[src/rtl/uart_tx_pkg.sv]
// Shared UART TX definitions: register offsets, STATUS bit positions,
// transmitter state encoding and the divisor clamp rule.
package uart_tx_pkg;

    localparam logic [1:0] REG_TXDATA = 2'd0;
    localparam logic [1:0] REG_STATUS = 2'd1;
    localparam logic [1:0] REG_DIV    = 2'd2;
    localparam logic [1:0] REG_RSVD   = 2'd3;

    localparam int unsigned STAT_BUSY    = 0;
    localparam int unsigned STAT_FULL    = 1;
    localparam int unsigned STAT_EMPTY   = 2;
    localparam int unsigned STAT_CNT_LSB = 4;

    typedef enum logic [1:0] {
        ST_IDLE  = 2'd0,
        ST_START = 2'd1,
        ST_DATA  = 2'd2,
        ST_STOP  = 2'd3
    } tx_state_t;

    // A divisor below 2 cannot be honoured by the baud counter.
    function automatic logic [15:0] clamp_div(input logic [15:0] v);
        return (v < 16'd2) ? 16'd2 : v;
    endfunction

endpackage

[src/rtl/uart_tx_sync_fifo.sv]
// Synchronous FIFO for the UART transmitter; a push into a full FIFO is
// accepted only when a pop happens in the same cycle.
module sync_fifo #(
    parameter int unsigned WIDTH = 8,
    parameter int unsigned DEPTH = 4
) (
    input  logic                       clk,
    input  logic                       rst,
    input  logic                       i_push,
    input  logic                       i_pop,
    input  logic [WIDTH-1:0]           i_wr_data,
    output logic [WIDTH-1:0]           o_rd_data,
    output logic                       o_full,
    output logic                       o_empty,
    output logic [$clog2(DEPTH):0]     o_count
);

    localparam int unsigned AW = $clog2(DEPTH);

    logic [WIDTH-1:0] r_mem [DEPTH];
    logic [AW-1:0]    r_wr_ptr;
    logic [AW-1:0]    r_rd_ptr;
    logic [AW:0]      r_count;
    logic             w_do_push;
    logic             w_do_pop;

    assign o_full    = (r_count == (AW+1)'(DEPTH));
    assign o_empty   = (r_count == '0);
    assign o_count   = r_count;
    assign o_rd_data = r_mem[r_rd_ptr];

    assign w_do_pop  = i_pop && !o_empty;
    assign w_do_push = i_push && !rst && (!o_full || w_do_pop);

    always_ff @(posedge clk) begin
        if (w_do_push) begin
            r_mem[r_wr_ptr] <= i_wr_data;
        end
    end

    always_ff @(posedge clk) begin
        if (rst) begin
            r_wr_ptr <= '0;
            r_rd_ptr <= '0;
            r_count  <= '0;
        end else begin
            if (w_do_push) r_wr_ptr <= r_wr_ptr + 1'b1;
            if (w_do_pop)  r_rd_ptr <= r_rd_ptr + 1'b1;
            case ({w_do_push, w_do_pop})
                2'b10:   r_count <= r_count + 1'b1;
                2'b01:   r_count <= r_count - 1'b1;
                default: r_count <= r_count;
            endcase
        end
    end

endmodule

[src/rtl/uart_tx.sv]
// Memory-mapped UART transmitter: register decode, baud divisor, 8N1
// framing FSM and registered serial output fed from a small TX FIFO.
module uart_tx
    import uart_tx_pkg::*;
#(
    parameter int unsigned CLK_DIV_RST = 868,
    parameter int unsigned FIFO_DEPTH  = 4
) (
    input  logic        clk,
    input  logic        rst,
    input  logic        we_i,
    input  logic        re_i,
    input  logic [31:0] addr_i,
    input  logic [31:0] data_i,
    output logic [31:0] data_o,
    output logic        tx_o
);

    localparam int unsigned CNT_W = $clog2(FIFO_DEPTH) + 1;

    tx_state_t   r_state;
    tx_state_t   w_state_next;
    logic [15:0] r_div;
    logic [15:0] r_div_lat;
    logic [15:0] r_baud;
    logic [2:0]  r_bit;
    logic [7:0]  r_shift;
    logic        r_tx;

    logic        w_push;
    logic        w_pop;
    logic        w_full;
    logic        w_empty;
    logic [7:0]  w_head;
    logic [CNT_W-1:0] w_count;
    logic        w_bit_end;
    logic        w_tx_next;
    logic        w_busy;
    logic [1:0]  w_reg;
    logic [31:0] w_status;
    logic        w_unused;

    assign w_reg    = addr_i[3:2];
    assign w_push   = we_i && (w_reg == REG_TXDATA);
    assign w_busy   = (r_state != ST_IDLE);
    assign w_unused = &{1'b0, addr_i[31:4], addr_i[1:0], data_i[31:16]};
    assign tx_o     = r_tx;

    sync_fifo #(
        .WIDTH (8),
        .DEPTH (FIFO_DEPTH)
    ) u_fifo (
        .clk       (clk),
        .rst       (rst),
        .i_push    (w_push),
        .i_pop     (w_pop),
        .i_wr_data (data_i[7:0]),
        .o_rd_data (w_head),
        .o_full    (w_full),
        .o_empty   (w_empty),
        .o_count   (w_count)
    );

    always_comb begin
        w_status = '0;
        w_status[STAT_BUSY]  = w_busy;
        w_status[STAT_FULL]  = w_full;
        w_status[STAT_EMPTY] = w_empty;
        w_status[STAT_CNT_LSB +: 4] = 4'(w_count);
    end

    always_comb begin
        data_o = '0;
        if (re_i) begin
            case (w_reg)
                REG_STATUS: data_o = w_status;
                REG_DIV:    data_o = {16'h0000, r_div};
                default:    data_o = '0;
            endcase
        end
    end

    always_ff @(posedge clk) begin
        if (rst) begin
            r_div <= 16'(CLK_DIV_RST);
        end else if (we_i && (w_reg == REG_DIV)) begin
            r_div <= clamp_div(data_i[15:0]);
        end
    end

    assign w_bit_end = (r_baud == r_div_lat - 16'd1);

    always_ff @(posedge clk) begin
        if (rst) begin
            r_state <= ST_IDLE;
        end else begin
            r_state <= w_state_next;
        end
    end

    // tx_o is the registered copy of the current state's line level, so the
    // line trails the state by one clock while every bit still lasts DIV clocks.
    always_comb begin
        w_state_next = r_state;
        w_pop        = 1'b0;
        w_tx_next    = 1'b1;
        case (r_state)
            ST_IDLE: begin
                if (!w_empty) begin
                    w_pop        = 1'b1;
                    w_state_next = ST_START;
                end
            end
            ST_START: begin
                w_tx_next = 1'b0;
                if (w_bit_end) w_state_next = ST_DATA;
            end
            ST_DATA: begin
                w_tx_next = r_shift[0];
                if (w_bit_end && (r_bit == 3'd7)) w_state_next = ST_STOP;
            end
            ST_STOP: begin
                if (w_bit_end) begin
                    if (!w_empty) begin
                        w_pop        = 1'b1;
                        w_state_next = ST_START;
                    end else begin
                        w_state_next = ST_IDLE;
                    end
                end
            end
            default: w_state_next = ST_IDLE;
        endcase
    end

    always_ff @(posedge clk) begin
        if (rst) begin
            r_tx      <= 1'b1;
            r_baud    <= '0;
            r_bit     <= '0;
            r_shift   <= '0;
            r_div_lat <= 16'(CLK_DIV_RST);
        end else begin
            r_tx <= w_tx_next;
            if (w_pop) begin
                r_shift   <= w_head;
                r_div_lat <= r_div;
                r_baud    <= '0;
                r_bit     <= '0;
            end else if (r_state != ST_IDLE) begin
                if (w_bit_end) begin
                    r_baud <= '0;
                    if (r_state == ST_DATA) begin
                        r_shift <= {1'b0, r_shift[7:1]};
                        r_bit   <= r_bit + 3'd1;
                    end
                end else begin
                    r_baud <= r_baud + 16'd1;
                end
            end
        end
    end

endmodule

[config.mk]
export PLATFORM = sky130hd
export DESIGN_NAME = uart_tx
export DESIGN_NICKNAME = d
export VERILOG_FILES = /design/src/rtl/uart_tx_pkg.sv /design/src/rtl/uart_tx_sync_fifo.sv /design/src/rtl/uart_tx.sv
export SDC_FILE = /design/constraint.sdc
export NUM_CORES = 1
export LEC_CHECK = 0
export ABC_AREA = 1
export BUFFER_PORTS_ARGS = -buffer_cell sky130_fd_sc_hd__buf_2
export CORE_AREA = 2 2 138 140
export CTS_CLUSTER_DIAMETER = 100
export DETAILED_ROUTE_END_ITERATION = 7
export DIE_AREA = 0 0 140 142
export PLACE_DENSITY = 0.52
export SETUP_SLACK_MARGIN = 0.1
export SLEW_MARGIN = 10
export SYNTH_ARGS = -nofsm -noshare
export SYNTH_HDL_FRONTEND = slang
export SYNTH_SLANG_ARGS = --single-unit
[constraint.sdc]
create_clock -name clk -period 5.1 [get_ports clk]
set_input_delay 0 -clock clk [delete_from_list [all_inputs] [get_ports clk]]
set_output_delay 0 -clock clk [all_outputs]
set_load 0.03 [all_outputs]
==> results of run 1 <==
synth_stat cells (2+ instances only):
cell type and count:
clkinv_1 3, nand3b_1 3, dfxtp_1 71, nand4_1 9, nand2_1 168, o211ai_1 4
nor4_1 5, o21ai_0 35, xor2_1 21, nor2_1 99, buf_4 17, nand3_2 2
o22ai_1 3, nor3_2 3, xnor2_1 2, nor2_2 13, a21oi_1 32, buf_6 4
buf_2 4, ha_1 15, or2_2 3, inv_1 55, and3_1 2, o21ai_1 3
edfxtp_1 32, nor3b_1 4, a31oi_1 4, nand3_1 50, inv_2 2, nor2_4 4
nor3_1 4, nand2_2 2, clkbuf_1 13
power by group:
part / internal (mW) / switching, mW
Sequential: 0.924 / 0.0736
Combinational: 0.219 / 0.438
Clock: 0.347 / 0.344
area by class of cell:
class	instances	area (um^2)
clock inverters	7	70.1
multi-input cells	514	2600
fillers	1946	12300
well taps	234	293
clock buffers	9	225
inverters	61	231
flip-flops and latches	103	2380
repair buffers	56	365
worst paths after layout:
| kind | slack (ns) | cells after the start | endpoint |
|---|---|---|---|
| worst max-delay path | 1.45 | 14 | u_fifo.r_mem[0][3]$_DFFE_PP_ |
| worst min-delay path | 0.03 | 2 | r_div[15]$_SDFFE_PP0P_ |
| worst max register to register | 1.45 | 14 | u_fifo.r_mem[0][3]$_DFFE_PP_ |
| worst min register to register | 0.47 | 2 | r_bit[1]$_SDFFE_PP0P_ |
logic make-up after synthesis:
kind of cell	synth area share, %
and+or+nand+nor	30.9
other	0.0693
AOI/OAI and AO/OA	8.44
xor gates and xnor gates	3.72
adders and majority gates	3.84
DFF	44.0
buffers and inverters	9.02
cell usage in the layout, fill, tap and decap left out, types with 15 or more instances in the layout:
| cell | Yosys | layout |
|---|---|---|
| a21oi_1 | 32 | 32 |
| ha_1 | 15 | 15 |
| dlygate4sd3_1 | 0 | 16 |
| edfxtp_1 | 32 | 32 |
| xor2_1 | 21 | 21 |
| nand3_1 | 50 | 50 |
| nand2_1 | 168 | 168 |
| conb_1 | 1 | 16 |
| o21ai_0 | 35 | 35 |
| dfxtp_1 | 71 | 71 |
| nor2_1 | 99 | 99 |
| inv_1 | 55 | 55 |
| buf_2 | 4 | 38 |
state kept, by name, indices dropped and copies added (netlist names), named ones only:
name / cells
r_div: 16
tx_o: 1
u_fifo.r_wr_ptr: 2
r_shift: 8
u_fifo.r_mem: 32
r_bit: 3
r_baud: 16
r_state: 2
u_fifo.o_count: 3
u_fifo.r_rd_ptr: 2
r_div_lat: 16
routing by layer:
layer | GRT usage [%] | wire length, um
met5 | 0 | 0
met4 | 4.15 | 163
met3 | 1.85 | 310
met2 | 20.9 | 5480
met1 | 17.5 | 6330
what timing repair did:
item / CTS / global route
hold endpoints to repair: 47 / 0
hold buffers: 16 / 0
resized for setup: 0 / 0
stage by stage:
stage | cell area [um^2] | total power [mW]
CTS | 6160 | 2.37
detailed placement | 5710 | 1.67
floorplan | 5470 | 1.56
finish | 6160 | 2.34
global route | 6160 | 2.51
global placement | 5710 | 1.67
worst max-delay path, cell delays in order (launching register included):
cell,delay [ns]
dfxtp_1,0.32
inv_1,0.11
ha_1,0.34
nand2_2,0.13
nor2_4,0.15
nand2_1,0.07
xor2_1,0.19
nand2_1,0.09
nor2_2,0.18
nand4_1,0.12
nand2_1,0.13
nand2_2,0.48
nand3_2,0.24
nand2_4,0.10
nor2_1,0.63
==> run summary, run 1 <==
Status: completed
WL/cell: 12.5 um
Dpl hpwl: 9030 um
Worst Setup Start Kind: register
Clock latency on the worst-skew pair: 0.36 ns
Die Height: 142 um
Clk root buf: clkbuf_16
Initial antenna violation count: 0
Part of the cycle the worst path needs: 71.6%
Min-delay src: rst
Largest net degree at the start of global routing: 39
Overflow after GRT: 0
Worst setup path class: reg2reg
P per Cell Area: 380 nW/um^2
Fraction of registers with async set/reset: 0%
Pre-CTS setup slack: 1.37 ns
Die Area: 19900 um^2
Post-CTS setup buffer count: 0
Critical path peak fanout: 38
First-pass GRT wire length: 20100 um
Max-cap viol count: 0
RSZ-0062 raised after global routing: no
Cell count after synthesis: 702
Area contributors post-synth: dfxtp_1 (26%), edfxtp_1 (18%), nand2_1 (12%)
Final Critical Period: 3.65 ns
Sequential share of the synthesized area: 44.0%
Die X: 140 um
Max Clk Rate: 274 MHz
Cell Area, Synth: 5410 um^2
CTS clk-pin slew, worst paths: 0.08 ns
Cell accounting for the most synthesized area: dfxtp_1
CTS tree: yes
Setup WS post-layout: 1.45 ns
I/O Buffers: 38
Syn Area/Cell: 7.71 um^2
Placed Instances: 952
Post-route clock skew: 0.0108 ns
Final Wtd Congestion: 0.785
H-tree level count: 3
Critical path origin: r_div_lat[0]$_SDFFE_PP0N_
Number of global-route vias before repair: 3985
Proportion of layout cells with a drive suffix above 1: 11.7%
Post-synthesis cell type count: 44
Area delta synth->final: 13.9%
WP data arrival: 3.64 ns
Setup violators final: 0
Post-synth top area share: 26.3%
Drt pass-1 iters: 7
Synth warnings: 0
DRC Markers: 0
Number of flops mapped to enable cells by yosys: 32
# rows: 50
Core box area: 18500 um^2
Antenna diodes: 0
Detailed Route WL: 12300 um
Initial Util: 29.3%
Hold_ws: 0.0326 ns
Initial drt markers: 185
Headroom to the max-slew limit: 45.5%
Non-filler instance count after layout: 984
Worst hold path class: in2reg
#FFs+latches synth: 103
ANT nets after route: 0
Peak supply drop: 0.203 mV
CTS buffer count: 9
Leak: 2.58 nW
Final-stage net count: 829
Total track usage: 12.8%
Hold Fails Final Rpt: 0
Final Slew Violations: 0
CP Data Required Time: 5.09 ns
Final Util: 33.4%
Vias per Instance: 4.44
Worst Tran Pin Value: 0.815 ns
CTS max path bufs: 2
CTS sink count: 103
Reg-to-reg startpoint: r_div_lat[0]$_SDFFE_PP0N_
I/O pins: 101
Total number of vias: 4365
Main synth FF type: dfxtp_1
Setup TNS Final: 0 ns
CP Capture Type: register
Power figures use the tool's default switching activity.
==> inputs of run 2 (changes only) <==
==> constraint.sdc (replaced) <==
create_clock -name clk -period 3.6 [get_ports clk]
set_input_delay 0 -clock clk [delete_from_list [all_inputs] [get_ports clk]]
set_output_delay 0 -clock clk [all_outputs]
set_load 0.03 [all_outputs]
==> run summary, run 2 (synthesis gave the netlist of run 1 again) <==
Vias per Instance: 4.48
Crit path largest cell delay: 0.41 ns
Setup violators final: 0
DRC Markers: 0
ANT nets after route: 0
Total number of vias: 4440
Hold Fails Final Rpt: 0
Proportion of layout cells with a drive suffix above 1: 12.5%
Sw frac: 36.2%
CTS clk-pin slew, worst paths: 0.08 ns
Worst hold path class: in2reg
Max reg flops: 32
Slowest CP cell: fa_1
Final Util: 33.7%
Final Wtd Congestion: 0.807
CTS tree: yes
Die Area: 19900 um^2
Worst Setup Start Kind: register
Overflow after GRT: 0
Post_cts resized: 0
Number of global-route vias before repair: 4114
Largest Register: u_fifo.r_mem
Final-stage net count: 837
CP Cell Sequence: inv_1, ha_1, nand2_2, nor2_4, nand3_1, nand2_1, inv_1, nor2_1, nand2_1, nor2_2, nand4_1, nand2_1, nand2_2, inv_2, nand2_1, fa_1, inv_1, nand4_1, a21oi_1, nor2_1
Most frequent cells in the layout: nand2_1 (168), nor2_1 (99), dfxtp_1 (71)
R2R setup slack: 0.59 ns
CTS sink count: 103
Internal cell power: 2.12 mW
Comb pwr share: 28.5%
Hold_ws: 0.0449 ns
Register share of total power: 42.6%
Status: completed
Dpl hpwl: 9120 um
Antenna diodes: 0
Clock latency on the worst-skew pair: 0.35 ns
Initial drt markers: 253
Critical path peak fanout: 7
Clk root buf: clkbuf_16
Setup TNS Final: 0 ns
Part of the cycle the worst path needs: 83.5%
Worst setup path class: reg2reg
CTS max path bufs: 2
Worst Tran Pin Value: 0.627 ns
Clock network fraction of total power: 29.0%
WL/cell: 12.5 um
Core box area: 18500 um^2
Sw Pwr: 1.20 mW
Total track usage: 13.0%
Detailed Route WL: 12400 um
Area delta synth->final: 15.0%
Drt pass-1 iters: 7
I/O Buffers: 38
Final Slew Violations: 0
Post-route clock skew: 0.00734 ns
Headroom to the max-slew limit: 58.2%
Peak supply drop: 0.245 mV
Pwr Total: 3.32 mW
Placement Cell Area: 5770 um^2
Initial Util: 29.3%
Leak: 2.62 nW
RSZ-0062 raised after global routing: no
Max-cap viol count: 0
Finished Cell Area: 6220 um^2
P per Cell Area: 534 nW/um^2
Die X: 140 um
Die Height: 142 um
CTS buffer count: 9
Max Clk Rate: 333 MHz
CP Data Required Time: 3.85 ns
# rows: 50
First-pass GRT wire length: 20700 um
Cell mode on critical path: nand2_1
WP data arrival: 3.25 ns
Largest net degree at the start of global routing: 39
Initial antenna violation count: 0
CP Capture Type: register
Commonest non-fill, non-tap cell in the layout: nand2_1
I/O pins: 101
H-tree level count: 3
Final Critical Period: 3.01 ns
## run 2: cell types whose count changed in the layout (fill, tap and decap cells not counted), sizes merged
cell,before,now
clkinv,4,6
inv,63,61
buf,40,48
## run 2: critical path: cells and delay by family, from the launching register on
| family | cells | cell delay [ns] |
|---|---|---|
| compound gates | 1 | 0.14 |
| buf+inv | 4 | 0.28 |
| fa+ha+maj | 2 | 0.75 |
| simple gates | 13 | 1.39 |
| flops | 1 | 0.33 |
## run 2: path summary, 6_finish.rpt
| check | from | end | cells past startpoint |
|---|---|---|---|
| min | rst | r_div[12]$_SDFFE_PP0P_ | 2 |
| max reg2reg | r_div_lat[0]$_SDFFE_PP0N_ | u_fifo.o_count[2]$_SDFFE_PP0P_ | 20 |
| min reg2reg | r_bit[1]$_SDFFE_PP0P_ | r_bit[1]$_SDFFE_PP0P_ | 2 |
| max | r_div_lat[0]$_SDFFE_PP0N_ | u_fifo.o_count[2]$_SDFFE_PP0P_ | 20 |
## run 2: layout make-up
| cell class | instances | area (um^2) |
|---|---|---|
| well taps | 234 | 293 |
| repair buffers | 64 | 425 |
| clock buffers | 9 | 225 |
| flip-flops and latches | 103 | 2380 |
| inverters | 61 | 231 |
| clock inverters | 7 | 67.6 |
| multi-input cells | 514 | 2600 |
| fillers | 1951 | 12200 |
## run 2: stage by stage
| step | setup slack, ns | instances |
|---|---|---|
| after floorplan | 1.02 | 717 |
| after global placement | 0.606 | 960 |
| after detailed placement | 0.619 | 960 |
| after CTS | 0.581 | 992 |
| after global routing | 0.272 | 992 |
| final | 0.593 | 992 |
## run 2: routing by layer
metal,GRT usage [%],part of all wire (%),up-vias
met5,0,0,-
met4,4.63,1.6,0
li1,-,-,2359
met2,21.3,46,71
met3,1.45,2.3,12
met1,17.9,50,1998
## run 2: repair_timing
action / 4_1_cts / 5_1_grt
hold buffers: 16 / 0
setup buffers: 0 / 0
hold endpoints to repair: 47 / 0
## run 2: power groups by stage
stage	clock (mW)	combinational (mW)	sequential, mW
after floorplan	0	0.799	1.41
after global placement	0	0.937	1.44
after detailed placement	0	0.940	1.44
after CTS	0.991	0.957	1.42
after global routing	1.02	1.09	1.43
final	0.962	0.947	1.41
==> inputs of run 3 (changes only) <==
--- a/config.mk
+++ b/config.mk
@@ -5,13 +5,13 @@
 export SDC_FILE = /design/constraint.sdc
 export NUM_CORES = 1
 export LEC_CHECK = 0
-export ABC_AREA = 1
+export ABC_AREA = 0
 export BUFFER_PORTS_ARGS = -buffer_cell sky130_fd_sc_hd__buf_2
-export CORE_AREA = 2 2 138 140
+export CORE_AREA = 2 2 135 137
 export CTS_CLUSTER_DIAMETER = 100
 export DETAILED_ROUTE_END_ITERATION = 7
-export DIE_AREA = 0 0 140 142
-export PLACE_DENSITY = 0.52
+export DIE_AREA = 0 0 137 139
+export PLACE_DENSITY = 0.54
 export SETUP_SLACK_MARGIN = 0.1
 export SLEW_MARGIN = 10
 export SYNTH_ARGS = -nofsm -noshare
==> constraint.sdc (replaced) <==
create_clock -name clk -period 2.51 [get_ports clk]
set_input_delay 0 -clock clk [delete_from_list [all_inputs] [get_ports clk]]
set_output_delay 0 -clock clk [all_outputs]
set_load 0.03 [all_outputs]
==> run summary, run 3 <==
Status: finished with violations
Failing checks: negative setup slack
ANT nets after route: 0
DRC Markers: 0
#FFs+latches synth: 103
Post-synth top area share: 27.4%
Initial drt markers: 175
Setup WS post-layout: -0.883 ns
Internal cell power: 3.66 mW
Synth warnings: 0
Core box area: 17700 um^2
Max Clk Rate: 295 MHz
Largest net degree at the start of global routing: 36
R2R setup slack: -0.88 ns
Die Area: 19000 um^2
Max-cap viol count: 0
Headroom to the max-slew limit: 58.8%
Most common cell in the netlist: dfxtp_1
I/O Buffers: 38
Capture point of the critical path: u_fifo.o_count[1]$_SDFFE_PP0P_
Worst Setup Start Kind: register
Critical path origin: r_div_lat[1]$_SDFFE_PP0N_
Die Height: 139 um
Hold Fails Final Rpt: 0
Fraction of registers with async set/reset: 0%
Comb pwr share: 38.9%
Initial Util: 29.4%
Vias per Instance: 4.75
Most frequent cells in the layout: nand2_1 (67), dfxtp_1 (67), buf_4 (64)
Finished Cell Area: 6880 um^2
Syn Area/Cell: 9.67 um^2
Die X: 137 um
RR Endpoint: u_fifo.o_count[1]$_SDFFE_PP0P_
Pre-CTS setup slack: -0.935 ns
Detailed Route WL: 13200 um
Placement Cell Area: 6040 um^2
Dpl hpwl: 9290 um
Total track usage: 14.1%
CP Data Required Time: 2.76 ns
CP Capture Type: register
Post-route clock skew: 0.00800 ns
Main synth FF type: dfxtp_1
Worst Tran Pin Value: 0.619 ns
Final Critical Period: 3.39 ns
# rows: 49
Sw frac: 34.2%
Cell count after synthesis: 536
CTS buffer count: 9
Reg-to-reg startpoint: r_div_lat[1]$_SDFFE_PP0N_
Largest Register: u_fifo.r_mem
Post-synthesis cell type count: 60
I/O pins: 101
Overflow after GRT: 0
Post-synth top cells: dfxtp_1 (71), nand2_1 (69), nor2_1 (47), edfxtp_1 (32), mux2i_1 (28)
Hold_ws: 0.196 ns
CTS sink count: 103
WP data arrival: 3.65 ns
FILL cells: 1743
Cell Area, Synth: 5180 um^2
Antenna diodes: 0
Area delta synth->final: 32.7%
Area contributors post-synth: dfxtp_1 (27%), edfxtp_1 (19%), mux2i_1 (5.4%)
Cell accounting for the most synthesized area: dfxtp_1
First-pass GRT wire length: 21100 um
Leak: 2.83 nW
Reg2Reg Depth: 12
Number of global-route vias before repair: 4124
RSZ-0062 raised after global routing: yes
P per Cell Area: 810 nW/um^2
Worst setup path class: reg2reg
Number of flops mapped to enable cells by yosys: 32
Drt pass-1 iters: 4
Proportion of layout cells with a drive suffix above 1: 29.4%
Sw Pwr: 1.91 mW
Final Slew Violations: 0
WL/cell: 14.9 um
Final-stage net count: 735
Peak supply drop: 0.368 mV
Sequential share of the synthesized area: 46.0%
CTS clk-pin slew, worst paths: 0.07 ns
Final Wtd Congestion: 0.857
Critical path peak fanout: 3
CTS max path bufs: 2
Max reg flops: 32
Clock network fraction of total power: 24.9%
Clk root buf: clkbuf_16
Initial antenna violation count: 0
Clock latency on the worst-skew pair: 0.35 ns
Part of the cycle the worst path needs: 135%
Setup violators final: 86
Pwr Total: 5.57 mW
H-tree level count: 3
Worst hold path class: in2reg
CTS tree: yes
Register share of total power: 36.2%
Total number of vias: 4200
-- run 3: cell count changes after synthesis, sizes merged, moves of 7 or more --
cell and change:
or4 +7, o21ai -18, and3 +11, nand2 -103
mux2i +28, and2 +7, inv -39, xnor2 +11
nand3 -35, a21oi -7, nor2 -69, nor3 +8
mux4 +8
-- run 3: routing by layer --
layer	up-vias	wire [um]	GRT usage, %
li1	2091	-	-
met1	1979	6010	18.7
met2	114	6470	23.5
met3	16	545	2.67
met4	0	186	4.02
met5	-	0	0
-- run 3: critical path, cell delays in order (launching register included) --
cell	delay, ns
dfxtp_2	0.32
inv_2	0.06
ha_4	0.13
or3b_4	0.38
or4_1	0.43
a211oi_2	0.24
o22ai_1	0.14
or3_4	0.42
o21ai_4	0.17
nand2_2	0.07
fa_2	0.45
or4_1	0.41
o311ai_1	0.08
-- run 3: power groups by stage --
stage	combinational [mW]	sequential, mW	clock, mW
CTS	1.88	2.01	1.42
finish	2.17	2.02	1.38
detailed placement	1.58	2.05	0
global route	2.35	2.04	1.48
global placement	1.56	2.04	0
floorplan	1.17	2.03	0
-- run 3: worst min-delay path by stage --
stage | to | from | cells past startpoint | slack [ns]
final | u_fifo.r_rd_ptr[0]$_SDFFE_PP0P_ | rst | 3 | 0.20
after global routing | r_div_lat[10]$_SDFFE_PP0N_ | rst | 3 | 0.22
after CTS | u_fifo.r_rd_ptr[0]$_SDFFE_PP0P_ | rst | 3 | 0.19
after detailed placement | r_div[9]$_SDFFE_PP1P_ | data_i[9] | 3 | 0.24
after global placement | r_div[9]$_SDFFE_PP1P_ | data_i[9] | 3 | 0.23
after floorplan | u_fifo.r_mem[0][0]$_DFFE_PP_ | data_i[0] | 0 | 0.1
-- run 3: final cells by class --
cell class              count  area [um^2]  share of cell area [%]
inverters                  20         75.1                    1.09
well taps                 229          287                    4.17
flip-flops and latches    103         2390                    34.7
multi-input cells         385         2760                    40.1
clock buffers               9          225                    3.28
repair buffers            132         1070                    15.6
clock inverters             7         67.6                   0.983
-- run 3: logic make-up (layout without fill, tap and decap cells) --
kind of cell             Yosys count  after routing  share of synthesized area [%]
AND/OR/NAND/NOR                  211            211                           20.2
flip-flops                       103            103                           46.0
AO/OA/AOI/OAI                     73             73                           8.91
buffers and inverters             63            168                           6.37
multiplexers                      37             37                           9.10
XOR/XNOR                          32             32                           5.41
adder cells (fa/ha/maj)           16             16                           4.01
other                              1             16                         0.0724
-- run 3: what timing repair did --
item,4_1_cts,5_1_grt
pin swaps,8,9
endpoints found under the hold margin,48,0
cloned,1,2
buffers inserted,4,8
gates resized for setup,26,28
endpoints found under the setup margin,86,86
hold buffers,16,0
-- run 3: through the flow --
stage / setup TNS [ns] / cells / util [%]
after floorplan: -44.87 / 551 / -
after global placement: -54.24 / 840 / 34.2
after detailed placement: -57.36 / 840 / 34.2
after CTS: -56.01 / 877 / 37.6
after global routing: -63.17 / 885 / 38.9
final: -57.12 / 885 / 38.9
